**src/rtl/maze_move_ctrl.sv**
```systemverilog
// Player movement sequencer: checks the leading edge of the 40x40 wall map, then commits or rejects a step.
// Latency: in-bounds move_done 9 cycles after acceptance (4 reads, 2 cycles each); out-of-bounds reject after 1.
// Backpressure: move_req is dropped while busy or in the move_done cycle; optional MAZE_WRAP_EN wraps columns.
module maze_move_ctrl #(
  parameter int MAP_W   = 40,
  parameter int MAP_H   = 40,
  parameter int P_SIZE  = 4,
  parameter int START_X = 1,
  parameter int START_Y = 1
) (
  input  logic       clk_i,
  input  logic       rst_ni,
  input  logic       stage_load_i,
  input  logic       move_req_i,
  input  logic [1:0] move_dir_i,
  output logic       map_rd_o,
  output logic [5:0] map_x_o,
  output logic [5:0] map_y_o,
  input  logic       map_wall_i,
  output logic [5:0] pos_x_o,
  output logic [5:0] pos_y_o,
  output logic       busy_o,
  output logic       move_done_o,
  output logic       blocked_o
);

  localparam int KW = (P_SIZE > 1) ? $clog2(P_SIZE) : 1;
  localparam logic signed [6:0] W_S   = 7'(MAP_W);
  localparam logic signed [6:0] H_S   = 7'(MAP_H);
  localparam logic signed [6:0] PM1_S = 7'(P_SIZE - 1);

  typedef enum logic [1:0] {S_IDLE, S_READ, S_WAIT, S_DONE} state_t;

  state_t          state_q;
  logic [1:0]      dir_q;
  logic [5:0]      tx_q, ty_q;
  logic [KW-1:0]   k_q;
  logic            rej_q;
  logic            map_rd_q;
  logic [5:0]      map_x_q, map_y_q;
  logic [5:0]      pos_x_q, pos_y_q;
  logic            busy_q, done_q, blocked_q;

  logic signed [6:0] tx_d, ty_d;
  logic              oob_d;
  logic              rej_d;
  logic [11:0]       first_cell, next_cell;

  // Leading-edge cell kk of a footprint whose top-left is (x,y) moving in direction d.
  // The column fold only matters when a wrapped target lets the footprint straddle the right border.
  function automatic logic [11:0] lead_cell(input logic [1:0] d, input logic [5:0] x,
                                            input logic [5:0] y, input logic [KW-1:0] kk);
    logic [6:0] cx;
    logic [5:0] cy;
    cx = {1'b0, x};
    cy = y;
    case (d)
      2'd0:    cx = cx + 7'(kk);
      2'd1:    begin cx = cx + 7'(kk); cy = y + 6'(P_SIZE - 1); end
      2'd2:    cy = y + 6'(kk);
      default: begin cx = cx + 7'(P_SIZE - 1); cy = y + 6'(kk); end
    endcase
    if (cx >= 7'(MAP_W)) cx = cx - 7'(MAP_W);
    return {cx[5:0], cy};
  endfunction

  // Target top-left for the requested direction and its bounds check, in signed 7-bit arithmetic.
  always_comb begin
    tx_d = $signed({1'b0, pos_x_q});
    ty_d = $signed({1'b0, pos_y_q});
    case (move_dir_i)
      2'd0:    ty_d = ty_d - 7'sd1;
      2'd1:    ty_d = ty_d + 7'sd1;
      2'd2:    tx_d = tx_d - 7'sd1;
      default: tx_d = tx_d + 7'sd1;
    endcase
`ifdef MAZE_WRAP_EN
    if (tx_d < 7'sd0)
      tx_d = tx_d + W_S;
    else if (tx_d >= W_S)
      tx_d = tx_d - W_S;
    oob_d = (ty_d < 7'sd0) || (ty_d + PM1_S >= H_S);
`else
    oob_d = (ty_d < 7'sd0) || (ty_d + PM1_S >= H_S) ||
            (tx_d < 7'sd0) || (tx_d + PM1_S >= W_S);
`endif
    first_cell = lead_cell(move_dir_i, tx_d[5:0], ty_d[5:0], '0);
    next_cell  = lead_cell(dir_q, tx_q, ty_q, k_q + KW'(1));
    rej_d      = rej_q | map_wall_i;
  end

  // Move FSM: outputs are registered one state ahead so map_rd/move_done line up with READ/DONE.
  always_ff @(posedge clk_i or negedge rst_ni) begin
    if (!rst_ni) begin
      state_q   <= S_IDLE;
      dir_q     <= 2'd0;
      tx_q      <= 6'd0;
      ty_q      <= 6'd0;
      k_q       <= '0;
      rej_q     <= 1'b0;
      map_rd_q  <= 1'b0;
      map_x_q   <= 6'd0;
      map_y_q   <= 6'd0;
      pos_x_q   <= 6'(START_X);
      pos_y_q   <= 6'(START_Y);
      busy_q    <= 1'b0;
      done_q    <= 1'b0;
      blocked_q <= 1'b0;
    end else if (stage_load_i) begin
      state_q   <= S_IDLE;
      pos_x_q   <= 6'(START_X);
      pos_y_q   <= 6'(START_Y);
      busy_q    <= 1'b0;
      rej_q     <= 1'b0;
      k_q       <= '0;
      map_rd_q  <= 1'b0;
      done_q    <= 1'b0;
      blocked_q <= 1'b0;
    end else begin
      map_rd_q  <= 1'b0;
      done_q    <= 1'b0;
      blocked_q <= 1'b0;
      case (state_q)
        S_IDLE: begin
          if (move_req_i) begin
            dir_q  <= move_dir_i;
            busy_q <= 1'b1;
            k_q    <= '0;
            tx_q   <= tx_d[5:0];
            ty_q   <= ty_d[5:0];
            if (oob_d) begin
              rej_q     <= 1'b1;
              done_q    <= 1'b1;
              blocked_q <= 1'b1;
              state_q   <= S_DONE;
            end else begin
              rej_q              <= 1'b0;
              map_rd_q           <= 1'b1;
              {map_x_q, map_y_q} <= first_cell;
              state_q            <= S_READ;
            end
          end
        end
        S_READ: state_q <= S_WAIT;
        S_WAIT: begin
          rej_q <= rej_d;
          if (k_q == KW'(P_SIZE - 1)) begin
            done_q    <= 1'b1;
            blocked_q <= rej_d;
            if (!rej_d) begin
              pos_x_q <= tx_q;
              pos_y_q <= ty_q;
            end
            state_q <= S_DONE;
          end else begin
            k_q                <= k_q + KW'(1);
            map_rd_q           <= 1'b1;
            {map_x_q, map_y_q} <= next_cell;
            state_q            <= S_READ;
          end
        end
        S_DONE: begin
          busy_q  <= 1'b0;
          state_q <= S_IDLE;
        end
      endcase
    end
  end

  assign map_rd_o    = map_rd_q;
  assign map_x_o     = map_x_q;
  assign map_y_o     = map_y_q;
  assign pos_x_o     = pos_x_q;
  assign pos_y_o     = pos_y_q;
  assign busy_o      = busy_q;
  // A stage_load landing on the move_done cycle cancels that completion.
  assign move_done_o = done_q & ~stage_load_i;
  assign blocked_o   = blocked_q & ~stage_load_i;

endmodule
```
**config.mk**
```make
export PLATFORM = sky130hd
export DESIGN_NAME = maze_move_ctrl
export DESIGN_NICKNAME = d
export VERILOG_FILES = /design/src/rtl/maze_move_ctrl.sv
export SDC_FILE = /design/constraint.sdc
export NUM_CORES = 1
export LEC_CHECK = 0
export BUFFER_PORTS_ARGS = -buffer_cell sky130_fd_sc_hd__buf_2
export CORE_MARGIN = 4
export CORE_UTILIZATION = 55
export CTS_CLUSTER_SIZE = 12
export DETAILED_ROUTE_END_ITERATION = 6
export PLACE_DENSITY = 0.75
export SYNTH_ARGS = -nofsm -noshare
export SYNTH_HDL_FRONTEND = slang
export SYNTH_SLANG_ARGS = --single-unit
```
**constraint.sdc**
```tcl
create_clock -name clk_i -period 4.8 [get_ports clk_i]
set_input_delay 0.96 -clock clk_i [delete_from_list [all_inputs] [get_ports clk_i]]
set_output_delay 0.96 -clock clk_i [all_outputs]
set_load 0.01 [all_outputs]
```
==> results of run 1 <==
-- path summary, 6_finish.rpt --
kind | endpoint | depth (start not counted)
setup reg to reg | map_y_o[1] | 10
min in group asynchronous | tx_q[4] | 1
setup / recovery | map_y_o[1] | 11
hold / removal | map_y_o[0] | 1
max in group asynchronous | pos_x_o[5] | 1
hold reg to reg | map_y_o[0] | 1
-- cells by family (layout without fill, tap and decap cells) --
kind of cell / count (synthesis) / after routing
AND/OR/NAND/NOR: 156 / 156
AO/OA/AOI/OAI: 111 / 111
adder cells (fa/ha/maj): 26 / 26
XOR/XNOR: 26 / 26
buffers and inverters: 30 / 56
multiplexers: 24 / 24
flip-flops: 47 / 47
-- registers in the layout, summed over array words and instances (netlist names), 2 cells and up --
signal / cells
dir_q: 2
k_q: 2
map_x_o: 6
map_y_o: 6
pos_x_o: 6
pos_y_o: 6
state_q: 2
tx_q: 6
ty_q: 6
-- power by group --
part / switching, W / leakage, nW / internal [W]
clock network: 0.000142 / 0.0516 / 0.000118
logic: 0.000231 / 1.20 / 0.000208
registers: 0.0000693 / 0.610 / 0.000470
-- layout by cell type, fill, tap and decap left out, types with 5 or more instances in the layout --
cell type	Yosys	final
nand2_1	63	63
dfrtp_1	45	45
buf_2	2	34
a21oi_1	26	26
o21ai_0	23	23
nor2_1	22	22
ha_1	22	22
xnor2_1	14	14
nor2b_1	14	14
xor2_1	12	12
nand2b_1	11	11
inv_1	10	10
and2_1	10	10
mux2i_1	9	9
mux2_4	8	8
a21o_1	7	7
nor3_1	6	6
and3_1	6	6
clkbuf_8	0	6
nand4_1	5	5
nand3_1	5	5
-- through the flow --
step	setup WS (ns)	area, µm²	util
global route	0.711	4050	0.624
detailed placement	0.513	3960	0.609
global placement	0.655	3960	0.609
finish	0.856	4050	0.624
CTS	0.847	4050	0.624
floorplan	0.761	3760	-
-- worst reg2reg max path: cells and delay by family, from the launching register on --
kind                       cells  cell delay (ns)
muxes                          2             0.67
DFF                            1             0.64
and+or+nand+nor                1             0.28
buffers and inverters          1             0.12
AOI/OAI and AO/OA              4             1.13
adders and majority gates      2             0.76
-- final cells by class --
class | instances | area, µm²
multi-input cells | 343 | 2450
clock inverters | 2 | 13.8
clock buffers | 6 | 82.6
flip-flops and latches | 47 | 1180
fillers | 574 | 2440
repair buffers | 37 | 193
inverters | 11 | 41.3
well taps | 77 | 96.3
-- layer usage --
| metal | vias to the layer above | track usage | wire length, µm |
|---|---|---|---|
| met2 | 62 | 0.395 | 4470 |
| met3 | 9 | 0.0308 | 354 |
| met4 | 0 | 0.0702 | 125 |
| met1 | 1512 | 0.281 | 3960 |
| li1 | 1544 | - | - |
| met5 | - | 0 | 0 |
==> run_results.csv, run 1 <==
group,metric,value,unit
worst_setup_path,criticalPathCategory,"input port to flip-flop",
yosys,syn_inst,420,
clock_tree,cts_num_sinks,47,
power,design_power_total,0.00124,W
yosys,yosys-top-cells-count,"nand2_1 (63), dfrtp_1 (45), a21oi_1 (26), o21ai_0 (23)",
placed_design,place.gp.congestion,0.920,
sta,fmaxAchievable,0.254,GHz
sta,rsz0062_at_grt,"false",
sta,finalClockSkew,0.00711,ns
power,pwr_density_cell,306,nW/µm²
detailed_routing,number_of_iterations_in_the_first_detailed_routing_pass,4,
layout,post_route_cells_drive_above_1_share,0.170,
yosys,dominantRegCellSynth,"dfrtp_1",
yosys,synth.top_cells.by_area,"dfrtp_1 (30%), ha_1 (7.3%), nand2_1 (6.3%)",
sta,setup_viol_count_final,0,
grt,overflow,0,
worst_setup_path,crit_family,"compound AO/OA/AOI/OAI gates",
clock_tree,cts-resized-gates,0,
sta,finalMaxSlewViolations,0,
worst_setup_path,critical_path_peak_fanout,13,
worst_setup_path,critical_path.slowest_cell,"fa_1",
layout,instances_no_fill,523,
placed_design,dp_cells,515,
clock_tree,clock_slew_seen_by_the_registers_of_the_worst_setup_and_hold_paths,0.09,ns
yosys,synth-seq-area-share,0.313,
layout,insertedDiodeCount,0,
detailed_routing,drt_drc_violations_left,0,
yosys,netlist-cell-type-count,68,
die,design.core.area,6490,µm²
clock_tree,clock_insertion_delay_worst_skew,0.31,ns
yosys,synthXorXnorAreaFrac,0.0605,
clock_tree,cts_htree_levels,2,
yosys,synth-simple-area-share,0.204,
yosys,synth-compound-area-share,0.215,
worst_setup_path,timing.critical_path.to_type,"flip-flop",
yosys,synth_top_family_by_area,"compound AO/OA/AOI/OAI gates",
clock_tree,cts_inserted_buffers,5,
worst_setup_path,ordered_cell_list_for_the_critical_path,"buf_2 > nand2b_1 > fa_1 > mux2_2 > ha_1 > or2_1 > a211oi_1 > o22ai_1 > a211oi_2 > a41o_4 > mux2_1",
sta,finalHoldWorstSlack,0.491,ns
yosys,post_synth_arst_share,1.00,
grt,antenna_violations_before_repair,0,
clock_tree,clock_tree.root_cell,"clkbuf_8",
grt,grt_pass1_vias,3142,
sta,timing.final.crit_share,0.822,
power,max-vdd-ir-drop,0.192,mV
detailed_routing,drt_wl_total,8920,µm
min_path,hold_start,"map_y_o[0]",
worst_setup_path,max_stage_delay,0.48,ns
yosys,yosysWarnings,0,
detailed_routing,routed_wire_length_per_instance,17.0,µm
yosys,netlist_area,3760,µm²
detailed_routing,drt-vias-per-instance,5.98,
sta,fin_setup_tns,0,ns
clock_tree,max-clock-path-buffers,2,
flow_run,cap_violations,0,
yosys,synth.largest_area_cell,"dfrtp_1",
yosys,synth_mux_area_frac,0.0768,
worst_setup_path,timing.critical_path.required,5.00,ns
worst_setup_path,timing.reg2reg.setup_slack,1.13,ns
worst_setup_path,path_buf_inv,1,
die,design.portCount,35,
layout,areaGrowthSynthToFinish,7.75,%
sta,max-slew-margin-rel,0.279,
detailed_routing,route.vias.total,3127,
die,floorplan.initialDensity,0.579,
min_path,min-delay-path-class,"flip-flop to flip-flop",
grt,grt_pass1_wl,15100,µm
placed_design,place.detailed.hpwl,6620,µm
worst_setup_path,worstReg2RegStart,"pos_x_o[0]",
grt,grt_max_degree,48,
clock_tree,cts_setup_buffers,0,
layout,finish.net_count,478,
clock_tree,cts_hold_repair.buffers,0,
die,die_span_y,90.7,µm
yosys,synth.avg_cell_area,8.96,µm²
sta,final.min_clock_period,3.94,ns
yosys,synth.top_cell.area_share,0.299,
placed_design,place.port_buffers,34,
sta,timing.final.hold_violations,0,
worst_setup_path,crit_start,"move_dir_i[1]",
yosys,synth_fp_nets,453,
die,die_area,8230,µm²
worst_setup_path,worst_setup_path_start_kind,"input port",
sta,timing_worst_slew_pin_value,1.08,ns
die,core.rowCount,29,
clock_tree,cts_tree,"built",
yosys,synth_adder_area_share,0.0945,
die,fp.dieW,90.7,µm
grt,track_usage,0.224,
detailed_routing,final_antenna_net_count,0,
detailed_routing,dr.first_iter.drc_count,130,
worst_setup_path,worst-endpoint-arrival,4.14,ns
yosys,yosys.cell_count.top_type,"nand2_1",
status,status,"complete, no violations",
power,leakage,1.86,nW
yosys,synth-edff-count,0,
yosys,postSynthRegisterBits,47,
No activity file was read; power rests on OpenSTA's default activity.
==> run 2: changes to the inputs <==
--- a/config.mk
+++ b/config.mk
@@ -10,7 +10,7 @@
 export CORE_UTILIZATION = 55
 export CTS_CLUSTER_SIZE = 12
 export DETAILED_ROUTE_END_ITERATION = 6
-export PLACE_DENSITY = 0.75
+export PLACE_DENSITY = 0.78
 export SYNTH_ARGS = -nofsm -noshare
 export SYNTH_HDL_FRONTEND = slang
 export SYNTH_SLANG_ARGS = --single-unit
==> constraint.sdc (replaced) <==
create_clock -name clk_i -period 3.2 [get_ports clk_i]
set_input_delay 0.64 -clock clk_i [delete_from_list [all_inputs] [get_ports clk_i]]
set_output_delay 0.64 -clock clk_i [all_outputs]
set_load 0.01 [all_outputs]
==> run 2 against run 1 <==
Against the previous run: the run now ends with setup timing left; register-to-register slack got worse by 1.1 ns; worst hold slack lost 0.074 ns; non-clock buffer count is 66 higher; sequential power increased by 51%; routed wire length grew 13%; sequential cell count did not move; first-iteration DRC count increased by 47%; design area up 17%; sequential share of layout area shrank 4.3 points; clock-buffer cell count unchanged; critical path type is now flip-flop to flip-flop; highest routed layer unchanged.
==> run_results.csv, run 2 (synthesis results as in run 1) <==
group,metric,value,unit
power,power_frac_seq,0.388,
die,fp.dieW,90.7,µm
die,die_span_y,90.7,µm
sta,finalClockSkew,0.0131,ns
detailed_routing,drt_drc_violations_left,0,
worst_setup_path,worst_setup_path_start_kind,"flip-flop",
sta,max-slew-margin-rel,0.518,
layout,layout_commonest_cell,"buf_4",
power,net-switching-power,0.000722,W
placed_design,place.gp.congestion,0.909,
min_path,min-delay-path-class,"input port to async pin",
clock_tree,cts_tree,"built",
flow_run,cap_violations,0,
worst_setup_path,criticalPathCategory,"flip-flop to flip-flop",
layout,post_route_cells_drive_above_1_share,0.324,
worst_setup_path,worst-endpoint-arrival,3.40,ns
grt,antenna_violations_before_repair,0,
die,design.portCount,35,
sta,finalHoldWorstSlack,0.418,ns
die,core.rowCount,29,
layout,finish.net_count,545,
layout,num-fill-cells,493,
power,combinationalPowerShare,0.387,
die,die_area,8230,µm²
sta,fmaxAchievable,0.312,GHz
clock_tree,clock_slew_seen_by_the_registers_of_the_worst_setup_and_hold_paths,0.10,ns
status,status,"finished with violations",
detailed_routing,final_antenna_net_count,0,
layout,areaGrowthSynthToFinish,26.3,%
sta,rsz0062_at_grt,"true",
die,floorplan.initialDensity,0.579,
grt,grt_max_degree,48,
power,power.internal,0.00137,W
placed_design,place.detailed.hpwl,7340,µm
clock_tree,clock_tree.root_cell,"clkbuf_8",
grt,overflow,0,
sta,finalMaxSlewViolations,0,
worst_setup_path,critical_path_peak_fanout,6,
grt,grt_use_met3,0.0367,
detailed_routing,drt-vias-per-instance,5.92,
detailed_routing,routed_wire_length_per_instance,17.0,µm
grt,met2_usage,0.451,
grt,gr-usage-met1,0.298,
detailed_routing,drt_wl_total,10100,µm
grt,global_route.peak_usage_layer,"met2",
clock_tree,cts_htree_levels,2,
layout,layout_common_cells,"buf_4 (68), nand2_1 (62), dfrtp_1 (45)",
power,leakage,2.24,nW
status,violations,"setup timing",
clock_tree,cts_inserted_buffers,5,
sta,post-route-worst-setup-slack,-0.00590,ns
clock_tree,cts_num_sinks,47,
worst_setup_path,timing.critical_path.required,3.39,ns
sta,fin_setup_tns,-0.00821,ns
layout,final_util,0.731,
detailed_routing,dr.first_iter.drc_count,191,
power,power_frac_clock,0.225,
grt,track_usage,0.247,
die,design.core.area,6490,µm²
clock_tree,cts_hold_repair.buffers,0,
sta,setup_viol_count_final,2,
sta,final.min_clock_period,3.21,ns
sta,timing.final.hold_violations,0,
power,share_of_total_power_consumed_by_net_switching,0.345,
clock_tree,clock_insertion_delay_worst_skew,0.31,ns
sta,timing_worst_slew_pin_value,0.721,ns
power,max-vdd-ir-drop,0.375,mV
clock_tree,max-clock-path-buffers,2,
placed_design,place.port_buffers,34,
worst_setup_path,timing.critical_path.to_type,"flip-flop",
grt,grt_pass1_wl,16800,µm
layout,insertedDiodeCount,0,
sta,timing.final.crit_share,1.00,
power,pwr_density_cell,441,nW/µm²
detailed_routing,number_of_iterations_in_the_first_detailed_routing_pass,4,
grt,grt_pass1_vias,3565,
detailed_routing,route.vias.total,3492,
==> run 2: changes by cell type in the layout (fill, tap and decap cells not counted), sizes merged <==
cell	before	now
buf	37	103
a41o	1	2
bufinv	0	1
clkinv	1	0
==> run 2: layer usage <==
| metal | wire length [µm] | part of all wire | vias to the layer above |
|---|---|---|---|
| li1 | - | - | 1688 |
| met1 | 4290 | 0.43 | 1702 |
| met2 | 5230 | 0.52 | 83 |
| met3 | 339 | 0.034 | 19 |
| met4 | 189 | 0.019 | 0 |
| met5 | 0 | 0 | - |
==> run 2: layout make-up <==
class,instances,area (µm²),share of cell area
Sequential cell,47,1180,0.248
Tap cell,77,96.3,0.0203
Clock buffer,6,82.6,0.0174
Inverter,11,41.3,0.00869
Clock inverter,2,38.8,0.00817
Multi-Input combinational cell,344,2620,0.552
Timing Repair Buffer,103,692,0.146
==> run 2: worst paths after layout <==
check | start | endpoint | slack (ns) | depth (start not counted)
max reg2reg | pos_x_o[0] | map_x_o[3] | -0.006 | 11
max in group asynchronous | rst_ni | tx_q[5] | 2.37 | 2
min | rst_ni | state_q[1] | 0.42 | 2
max | pos_x_o[0] | map_x_o[3] | -0.006 | 11
min in group clk_i | map_x_o[0] | map_x_o[0] | 0.51 | 1
min reg2reg | map_x_o[0] | map_x_o[0] | 0.51 | 1
==> run 2: worst max-delay path, cell delays in order, from the launching register on <==
cell and delay, ns:
dfstp_2 0.55, inv_2 0.05, fa_1 0.49, mux2_4 0.30
ha_4 0.18, or2_4 0.23, a211oi_2 0.20, o22ai_2 0.11
a211oi_2 0.18, buf_4 0.17, a41o_4 0.31, mux2_4 0.32
==> run 2: timing repair <==
item	CTS	global route
pin swaps	2	3
endpoints found under the setup margin	12	16
gates cloned	1	0
hold endpoints to repair	0	0
gates resized for setup	1	23
setup buffers	1	1
==> run 2: power by group through the flow <==
stage / Combinational [W] / Clock (W) / Sequential, W
2_1_floorplan: 0.000466 / 0 / 0.000824
3_3_place_gp: 0.000715 / 0 / 0.000814
4_1_cts: 0.000765 / 0.000472 / 0.000808
3_5_place_dp: 0.000748 / 0 / 0.000820
5_1_grt: 0.000885 / 0.000502 / 0.000829
6_report: 0.000811 / 0.000471 / 0.000812
==> run 2: metrics by stage <==
step | power [W] | instance area, µm² | setup WS, ns | cells
floorplan | 0.00129 | 3830 | -0.247 | 420
global placement | 0.00153 | 4470 | -0.277 | 579
detailed placement | 0.00157 | 4470 | -0.372 | 579
CTS | 0.00205 | 4620 | -0.00507 | 589
global route | 0.00222 | 4750 | -0.135 | 590
finish | 0.00209 | 4750 | -0.00590 | 590
